[config.mk]
export PLATFORM = sky130hd
export DESIGN_NAME = uart_rx
export DESIGN_NICKNAME = d
export VERILOG_FILES = /design/src/rtl/uart_pkg.sv /design/src/rtl/sync_ff.sv /design/src/rtl/uart_rx.sv
export SDC_FILE = /design/constraint.sdc
export NUM_CORES = 1
export LEC_CHECK = 0
export BUFFER_PORTS_ARGS = -buffer_cell sky130_fd_sc_hd__buf_4
export CAP_MARGIN = 20
export CORE_MARGIN = 4
export CORE_UTILIZATION = 30
export CTS_CLUSTER_DIAMETER = 150
export CTS_CLUSTER_SIZE = 8
export DETAILED_ROUTE_END_ITERATION = 8
export SYNTH_ARGS = -nofsm -noshare
export SYNTH_HDL_FRONTEND = slang
export SYNTH_SLANG_ARGS = --single-unit
[constraint.sdc]
create_clock -name clk -period 4.3 [get_ports clk]
set_input_delay 0.86 -clock clk [delete_from_list [all_inputs] [get_ports clk]]
set_output_delay 0.86 -clock clk [all_outputs]
set_load 0.01 [all_outputs]
[src/rtl/uart_pkg.sv]
// Shared types for the serial receive path: receiver FSM states and byte width.
// Pure declarations; no logic, no latency, no flow control.
package uart_pkg;

  typedef enum logic [2:0] {IDLE, START, DATA, STOP, BREAK} uart_rx_state_t;

  localparam int UART_DATA_BITS = 8;

endpackage

[src/rtl/sync_ff.sv]
// N-flop synchronizer for an asynchronous single-bit input; resets to 1 (idle line).
// Latency N cycles; no backpressure, samples every clock.
module sync_ff #(
  parameter int N = 2
) (
  input  logic clk,
  input  logic reset,
  input  logic d,
  output logic q
);

  logic [N-1:0] stages;

  always_ff @(posedge clk) begin
    if (reset) begin
      stages <= '1;
    end else begin
      stages <= {stages[N-2:0], d};
    end
  end

  assign q = stages[N-1];

endmodule

[src/rtl/uart_rx.sv]
// 8N1 LSB-first UART receiver: byte plus one-cycle data_valid, framing_err on a low stop bit.
// data_valid follows the mid-stop sample by one cycle; no backpressure, consumer captures on the pulse.
module uart_rx
  import uart_pkg::*;
#(
  parameter int CLKS_PER_BIT = 868,
  parameter int SYNC_STAGES  = 2
) (
  input  logic                      clk,
  input  logic                      reset,
  input  logic                      rx,
  output logic [UART_DATA_BITS-1:0] uart_data,
  output logic                      data_valid,
  output logic                      framing_err,
  output logic                      busy
);

  localparam int                CNT_W    = $clog2(CLKS_PER_BIT);
  localparam logic [CNT_W-1:0]  HALF_MAX = CNT_W'(CLKS_PER_BIT / 2 - 1);
  localparam logic [CNT_W-1:0]  FULL_MAX = CNT_W'(CLKS_PER_BIT - 1);
  localparam logic [CNT_W-1:0]  CNT_ONE  = CNT_W'(1);
  localparam logic [2:0]        LAST_BIT = 3'(UART_DATA_BITS - 1);

  logic                      rx_s;
  uart_rx_state_t            state, state_nxt;
  logic [CNT_W-1:0]          clk_cnt, clk_cnt_nxt;
  logic [2:0]                bit_cnt, bit_cnt_nxt;
  logic [UART_DATA_BITS-1:0] shift_reg, shift_nxt;
  logic [UART_DATA_BITS-1:0] data_nxt;
  logic                      dv_nxt, fe_nxt;

  sync_ff #(.N(SYNC_STAGES)) u_rx_sync (
    .clk   (clk),
    .reset (reset),
    .d     (rx),
    .q     (rx_s)
  );

  always_ff @(posedge clk) begin
    if (reset) begin
      state       <= IDLE;
      clk_cnt     <= '0;
      bit_cnt     <= '0;
      shift_reg   <= '0;
      uart_data   <= '0;
      data_valid  <= 1'b0;
      framing_err <= 1'b0;
    end else begin
      state       <= state_nxt;
      clk_cnt     <= clk_cnt_nxt;
      bit_cnt     <= bit_cnt_nxt;
      shift_reg   <= shift_nxt;
      uart_data   <= data_nxt;
      data_valid  <= dv_nxt;
      framing_err <= fe_nxt;
    end
  end

  always_comb begin
    state_nxt   = state;
    clk_cnt_nxt = clk_cnt;
    bit_cnt_nxt = bit_cnt;
    shift_nxt   = shift_reg;
    data_nxt    = uart_data;
    dv_nxt      = 1'b0;
    fe_nxt      = 1'b0;

    case (state)
      IDLE: begin
        if (!rx_s) begin
          state_nxt   = START;
          clk_cnt_nxt = '0;
        end
      end

      // Half a bit in, a high line means the falling edge was only a glitch.
      START: begin
        if (clk_cnt == HALF_MAX) begin
          if (rx_s) begin
            state_nxt = IDLE;
          end else begin
            state_nxt   = DATA;
            clk_cnt_nxt = '0;
            bit_cnt_nxt = '0;
          end
        end else begin
          clk_cnt_nxt = clk_cnt + CNT_ONE;
        end
      end

      DATA: begin
        if (clk_cnt == FULL_MAX) begin
          clk_cnt_nxt = '0;
          shift_nxt   = {rx_s, shift_reg[UART_DATA_BITS-1:1]};
          bit_cnt_nxt = bit_cnt + 3'd1;
          if (bit_cnt == LAST_BIT) begin
            state_nxt = STOP;
          end
        end else begin
          clk_cnt_nxt = clk_cnt + CNT_ONE;
        end
      end

      // Leaving at mid stop bit lets a back-to-back start bit be caught.
      STOP: begin
        if (clk_cnt == FULL_MAX) begin
          clk_cnt_nxt = '0;
          if (rx_s) begin
            data_nxt  = shift_reg;
            dv_nxt    = 1'b1;
            state_nxt = IDLE;
          end else begin
            fe_nxt    = 1'b1;
            state_nxt = BREAK;
          end
        end else begin
          clk_cnt_nxt = clk_cnt + CNT_ONE;
        end
      end

      // A held-low line reports once, then waits for the line to go idle.
      BREAK: begin
        if (rx_s) begin
          state_nxt = IDLE;
        end
      end

      default: begin
        state_nxt = IDLE;
      end
    endcase
  end

  assign busy = (state != IDLE);

endmodule

After elaboration in Yosys (flattened, before gate mapping). Index checks and enable logic that the tools add are counted.

Register bits after elaboration: 36. Input port bits: 3. Output and inout bits: 11. Logic and storage cells: 55.

Add/subtract/negate cells: 2. Equality and inequality tests: 14. Muxes and demuxes: 19. Bitwise operators: 2. Reduce and logical (&&, ||, !) cells: 10.

Operators with widths (count): $mux 10 (3); $mux 3 (10); $pmux 10 s3 (1); $pmux 3 s5 (1); $ne 2x2->1 const B (6); $add 10x1->10 const B (1); $eq 10x10->1 const B (1); $eq 10x9->1 const B (1); $eq 3x2->1 const B (2); $eq 3x3->1 const B (2); $pmux 3 s2 (1); $reduce_and 6->1 (1); $reduce_bool 3->1 (2); $reduce_and 4->1 (1); $add 3x1->3 const B (1); $eq 3x1->1 const B (1); $logic_not 3->1 (1); $reduce_and 3->1 (1); $reduce_or 3->1 (1); $mux 1 (2); $mux 2 (1); $ne 2x1->1 const B (1); $not 1->1 (2); $reduce_and 2->1 (1); 2 further kinds (2).

Depth between registers and ports, before layout. Gate-level depths: netlist (run 1).

Depth in word-level cells: 4. Depth in mapped cells: 7. Depth with buffers taken out: 7.

By module. Synthesis (run 1) repeated with hierarchy kept, for this count alone.

Cell total of the unflattened synthesis: 196. Area, all modules: 1791.7 sq um.

By module, submodules not included: uart_rx (instances 1, cells each 192, area an instance 1739.2 sq um, seq. area each 680.7 sq um); sync_ff (instances 1, cells each 4, area an instance 52.6 sq um, seq. area each 40.0 sq um).

Worst setup path after synthesis (run 1). No wires, ideal clock.

Kind: reg-to-reg. Start: register clk_cnt[0]. End: register uart_data[0]. Library setup time: 0.128 ns. Arrival time: 1.840 ns. Required time: 4.172 ns. Path slack: 2.332 ns. Stages on the path, launching flop included: 7. Path buffers: 0. Clock period less this slack: 1.968 ns. Cells stage by stage: dfxtp_1 > ha_1 > nand4b_1 > or3_4 > nor3_4 > mux2i_1 > nor2_1.

Cells in the longest elaborated chain, start to end: 2.

Ends and longest elaborated chain: start: declaration (line uart_rx.sv:26) `logic [CNT_W-1:0] clk_cnt, clk_cnt_nxt;`; start signal: assignment (line uart_rx.sv:50) `clk_cnt <= clk_cnt_nxt;`; $eq 10x10->1 (line uart_rx.sv:106) `if (clk_cnt == FULL_MAX) begin`; $reduce_and 3->1 (no line); end signal: assignment (line uart_rx.sv:53) `uart_data <= data_nxt;`; end: declaration (line uart_rx.sv:12) `output logic [UART_DATA_BITS-1:0] uart_data,`.

No other way between the ends. A chain may end at the register's enable or synchronous reset.

Final worst setup path (run 1).
Start: register clk_cnt[0]. End: register shift_reg[3].

Cells in the longest elaborated chain, start to end: 2.

Ends and longest elaborated chain: $eq 10x10->1 (line uart_rx.sv:92) `if (clk_cnt == FULL_MAX) begin`; $reduce_and 2->1 (no line); end signal: assignment (line uart_rx.sv:52) `shift_reg <= shift_nxt;`; end: declaration (line uart_rx.sv:28) `logic [UART_DATA_BITS-1:0] shift_reg, shift_nxt;`.

No other way between the ends.

==> results of run 1 <==
routing by layer:
layer | part of all wire | track usage | vias up
li1 | - | - | 682
met1 | 0.50 | 0.1409 | 620
met2 | 0.45 | 0.1675 | 19
met3 | 0.038 | 0.03471 | 6
met4 | 0.019 | 0.05482 | 0
met5 | 0 | 0 | -
metrics by stage:
stage,instances,setup WS (ns),util
after floorplan,182,2.332,-
after global placement,257,1.819,0.3450
after detailed placement,257,1.801,0.3450
after CTS,265,1.772,0.3655
after global routing,265,1.536,0.3655
final,265,1.786,0.3655
area by class of cell:
cell class	count	area, um^2	share of cell area
repair buffers	13	97.59	0.05098
multi-input cells	132	878.3	0.4588
flip-flops and latches	36	720.7	0.3765
well taps	70	87.58	0.04575
inverters	6	22.52	0.01176
clock buffers	6	72.57	0.03791
clock inverters	2	35.03	0.01830
worst register-to-register path, cell delays in order (launching register included):
cell	delay [ns]
dfxtp_1	0.43
ha_1	0.24
nand4b_1	0.18
or3_4	0.44
nor2_1	0.76
mux2i_1	0.28
nor2_1	0.06
worst min path at each step:
stage	start	endpoint	slack [ns]	cells after the start
finish	u_rx_sync.stages[0]	u_rx_sync.stages[1]	0.42	1
global route	u_rx_sync.stages[0]	u_rx_sync.stages[1]	0.45	1
CTS	u_rx_sync.stages[0]	u_rx_sync.stages[1]	0.42	1
detailed placement	u_rx_sync.stages[0]	u_rx_sync.stages[1]	0.40	1
global placement	u_rx_sync.stages[0]	u_rx_sync.stages[1]	0.40	1
floorplan	u_rx_sync.stages[0]	u_rx_sync.stages[1]	0.39	1
layout by cell type, fill, tap and decap left out, drive strengths merged, types with 3 or more instances in the layout:
master  netlist  final
nor3          5      5
or3           3      3
nand2b        3      3
ha            4      4
clkbuf        7      6
buf           1     13
mux2i        17     17
nor2         31     31
inv           6      6
nand3b        3      3
a21o          3      3
nand2        10     10
or2           3      3
a21oi         6      6
nand3         5      5
dfxtp        36     36
nor4          6      6
cell families after synthesis:
group	synth area share
adder cells (fa/ha/maj)	0.03028
AND/OR/NAND/NOR	0.2665
AO/OA/AOI/OAI	0.1211
XOR/XNOR	0.01060
multiplexers	0.1030
flip-flops	0.4360
buffers and inverters	0.03255
power by group through the flow:
stage / Clock (mW) / Combinational, mW / Sequential [mW]
floorplan: 0 / 0.0227 / 0.346
finish: 0.288 / 0.0295 / 0.341
CTS: 0.299 / 0.0295 / 0.340
global route: 0.311 / 0.0328 / 0.341
detailed placement: 0 / 0.0293 / 0.348
global placement: 0 / 0.0296 / 0.348
==> results.json, run 1 <==
{
  "drt.antenna.violating_nets": 0,
  "initial_core_util": 0.3156,
  "worst_pin_slew_ns": 0.9724,
  "cp-end-kind": "flip-flop",
  "max_freq_mhz": 397.7,
  "grt_use_total": 0.1106,
  "ys_warn_count": 0,
  "cts_max_level": 2,
  "cp-endpoint": "shift_reg[3]",
  "synthFlopType": "dfxtp_1",
  "rrSetupSlack_ns": 1.79,
  "ioPinCount": 14,
  "nFillCells": 521,
  "post_drt_wl_per_cell_um": 12.38,
  "cp_max_fo": 11,
  "grt_overflow": 0,
  "die_height_um": 82.23,
  "swShare": 0.2130,
  "cts-resized-gates": 0,
  "p_int_mw": 0.5177,
  "antennaDiodeCount": 0,
  "crit_chain": "ha_1, nand4b_1, or3_4, nor2_1, mux2i_1, nor2_1",
  "ys_seq_area_frac": 0.4360,
  "placed_area_um2": 1807,
  "clock_path_buffers": 2,
  "crit_top_cell": "nor2_1",
  "max_slew_margin": 0.3493,
  "slew_violations": 0,
  "power.density_nw_per_um2": 343.6,
  "slowest_stage": "nor2_1",
  "r2r_cells": 6,
  "largest_reg_flops": 10,
  "syn_area_um2": 1653,
  "rsz0062_at_grt": "no",
  "antenna_found_initial": 0,
  "gp_congestion": 0.8142,
  "power_switching_mw": 0.1401,
  "required_ns": 4.46,
  "comb_power_share": 0.045,
  "worst-path-stages": 6,
  "remaining_drc_errors": 0,
  "design_area_um2": 1914,
  "period_share": 0.5847,
  "r2r_end": "shift_reg[3]",
  "netlist_top_cells_area": "dfxtp_1 (44%), mux2i_1 (10%), nor2_1 (7.0%)",
  "critical_path_class": "reg -> reg",
  "cts-hold-fix-buffers": 0,
  "grt_first_pass_wirelength_mm": 5.644,
  "cts_tree": "built",
  "root_buffer": "clkbuf_8",
  "die_area_um2": 6761,
  "clock_skew_ns": 0.004704,
  "cts_setup_buffers": 0,
  "power.leakage_nw": 0.7077,
  "die_w_um": 82.23,
  "arrival_ns": 2.68,
  "clkPwrFrac": 0.437,
  "syn_inst": 182,
  "start_kind": "flip-flop",
  "wl_mm": 3.280,
  "synth-seq-cells": 36,
  "synth_common_cells": "dfxtp_1 (36), nor2_1 (31), mux2i_1 (17)",
  "synth-edff-count": 0,
  "fp-row-count": 26,
  "seqPwrFrac": 0.518,
  "run_status": "completed",
  "min_period_ns": 2.514,
  "num_vias": 1327,
  "peakVddDrop_v": 0.0001764,
  "fin_hold_ws_ns": 0.4165,
  "cts_buffers": 5,
  "syn_to_final_growth_pct": 15.82,
  "core_um2": 5238,
  "dr.first_iter.drc_count": 88,
  "crit_start": "clk_cnt[0]",
  "grt_max_degree": 40,
  "hp-class": "reg -> reg",
  "setup_violations": 0,
  "worst-path-buf-inv": 0,
  "postSynth.asyncResetShare": 0,
  "clock_latency_ns": 0.28,
  "clkTransAtPathRegs_ns": 0.07,
  "routed_via_density": 5.008,
  "cp_top_family": "simple AND/OR/NAND/NOR gates",
  "synthesis.nets": 189,
  "timing.rr.start": "clk_cnt[0]",
  "grt_pass1_vias": 1183,
  "synth_largest_area_cell": "dfxtp_1",
  "dp_hpwl_mm": 2.302,
  "synth.most_common_cell": "dfxtp_1",
  "total_power_mw": 0.6578,
  "final_nets": 201,
  "synth_top_area_share": 0.4360,
  "critPathMaxStageDelay_ns": 0.76,
  "avgSynthCellArea_um2": 9.082,
  "drive_gt1_frac": 0.1436,
  "synth.distinct_cells": 45,
  "drt_pass1_iterations": 4,
  "max_cap_violations": 0,
  "tns_ns": 0,
  "finalHoldViolations": 0,
  "io_buffers": 13,
  "clkSinkCount": 36
}
(Power assumes the default switching activity.)
==> run 2, diff against run 1 <==
Clock period 4.3 ns to 2.3 ns, I/O delays scaled along.
==> results.json, run 2 (synthesis results as in run 1) <==
{
  "run_status": "completed",
  "rsz0062_at_grt": "no",
  "hp-class": "in -> reg",
  "grt_max_degree": 40,
  "die_area_um2": 6761,
  "cts_max_level": 2,
  "clkTransAtPathRegs_ns": 0.08,
  "power.leakage_nw": 0.7585,
  "design_area_um2": 1994,
  "die_height_um": 82.23,
  "dp_hpwl_mm": 2.442,
  "grt_pass1_vias": 1330,
  "power.density_nw_per_um2": 651.5,
  "grt_first_pass_wirelength_mm": 6.382,
  "r2r_cells": 7,
  "comb_power_share": 0.046,
  "initial_core_util": 0.3156,
  "cts_setup_buffers": 0,
  "finalHoldViolations": 0,
  "arrival_ns": 2.25,
  "start_kind": "flip-flop",
  "remaining_drc_errors": 0,
  "die_w_um": 82.23,
  "hold-path-cell-count": 2,
  "root_buffer": "clkbuf_8",
  "dr.first_iter.drc_count": 122,
  "fp-row-count": 26,
  "grt_overflow": 0,
  "clock_path_buffers": 2,
  "clkPwrFrac": 0.464,
  "setup_violations": 0,
  "setup_ws_ns": 0.2008,
  "cp-end-kind": "flip-flop",
  "final_nets": 209,
  "grt_use_total": 0.1204,
  "p_int_mw": 1.033,
  "worst_pin_slew_ns": 0.4191,
  "cts-hold-fix-buffers": 0,
  "min_period_ns": 2.099,
  "num_vias": 1386,
  "period_share": 0.9127,
  "drive_gt1_frac": 0.1872,
  "total_power_mw": 1.299,
  "gp_congestion": 0.8718,
  "io_buffers": 13,
  "core_um2": 5238,
  "peakVddDrop_v": 0.0003797,
  "antennaDiodeCount": 0,
  "swShare": 0.2053,
  "antenna_found_initial": 0,
  "drt.antenna.violating_nets": 0,
  "critical_path_class": "reg -> reg",
  "largest_reg_flops": 10,
  "power_switching_mw": 0.2668,
  "slew_violations": 0,
  "drt_pass1_iterations": 4,
  "final_core_util": 0.3808,
  "cts_buffers": 5,
  "required_ns": 2.45,
  "tns_ns": 0,
  "seqPwrFrac": 0.490,
  "max_cap_violations": 0,
  "rrSetupSlack_ns": 0.20,
  "layout_common_cells": "dfxtp_1 (35), nor2_1 (31), buf_4 (21)",
  "max_freq_mhz": 476.4,
  "clock_skew_ns": 0.01123,
  "placed_area_um2": 1867,
  "place_ws_ns": 0.1981,
  "clock_latency_ns": 0.28,
  "clkSinkCount": 36,
  "final_common_cell": "dfxtp_1",
  "max_slew_margin": 0.7196,
  "post_drt_wl_per_cell_um": 12.79,
  "cts-resized-gates": 0,
  "wl_mm": 3.493,
  "cts_tree": "built",
  "cp_max_fo": 8,
  "routed_via_density": 5.077,
  "syn_to_final_growth_pct": 20.67,
  "ioPinCount": 14
}
==> run 2: final timing paths <==
path,startpoint,end
setup / recovery,clk_cnt[1],uart_data[5]
hold / removal,rx,u_rx_sync.stages[0]
setup reg to reg,clk_cnt[1],uart_data[5]
hold reg to reg,u_rx_sync.stages[0],u_rx_sync.stages[1]
==> run 2: final cells by class <==
type | instances | area [um^2]
fillers | 527 | 3243
multi-input cells | 132 | 878.3
flip-flops and latches | 36 | 721.9
repair buffers | 21 | 157.7
clock buffers | 7 | 96.34
well taps | 70 | 87.58
clock inverters | 1 | 30.03
inverters | 6 | 22.52
==> run 2: per-layer routing <==
layer	share of wire	wire length, um	GRT usage	vias up
met1	0.48	1668	0.1608	661
met2	0.47	1635	0.1883	26
met3	0.047	165	0.03254	2
met4	0.0072	25	0.03654	0
met5	0	0	0	-
li1	-	-	-	697
==> run 2: per-stage QoR <==
step                      instances  hold WS (ns)
after global routing            273        0.3460
final                           273        0.3553
after CTS                       273        0.3436
after detailed placement        265        0.4018
after global placement          265        0.3949
after floorplan                 182        0.3895
==> run 2: critical path, cell delays in order, from the launching register on <==
cell	delay, ns
dfxtp_1	0.42
ha_1	0.27
nand4b_1	0.19
or3_4	0.45
nor3_4	0.18
buf_4	0.21
mux2i_1	0.21
nor2_1	0.05
==> run 2: power groups by stage <==
| stage | Sequential [mW] | Clock, mW | Combinational (mW) |
|---|---|---|---|
| after global placement | 0.651 | 0 | 0.0585 |
| after global routing | 0.638 | 0.651 | 0.0660 |
| after detailed placement | 0.651 | 0 | 0.0588 |
| after floorplan | 0.646 | 0 | 0.0424 |
| final | 0.637 | 0.604 | 0.0592 |
| after CTS | 0.636 | 0.625 | 0.0590 |
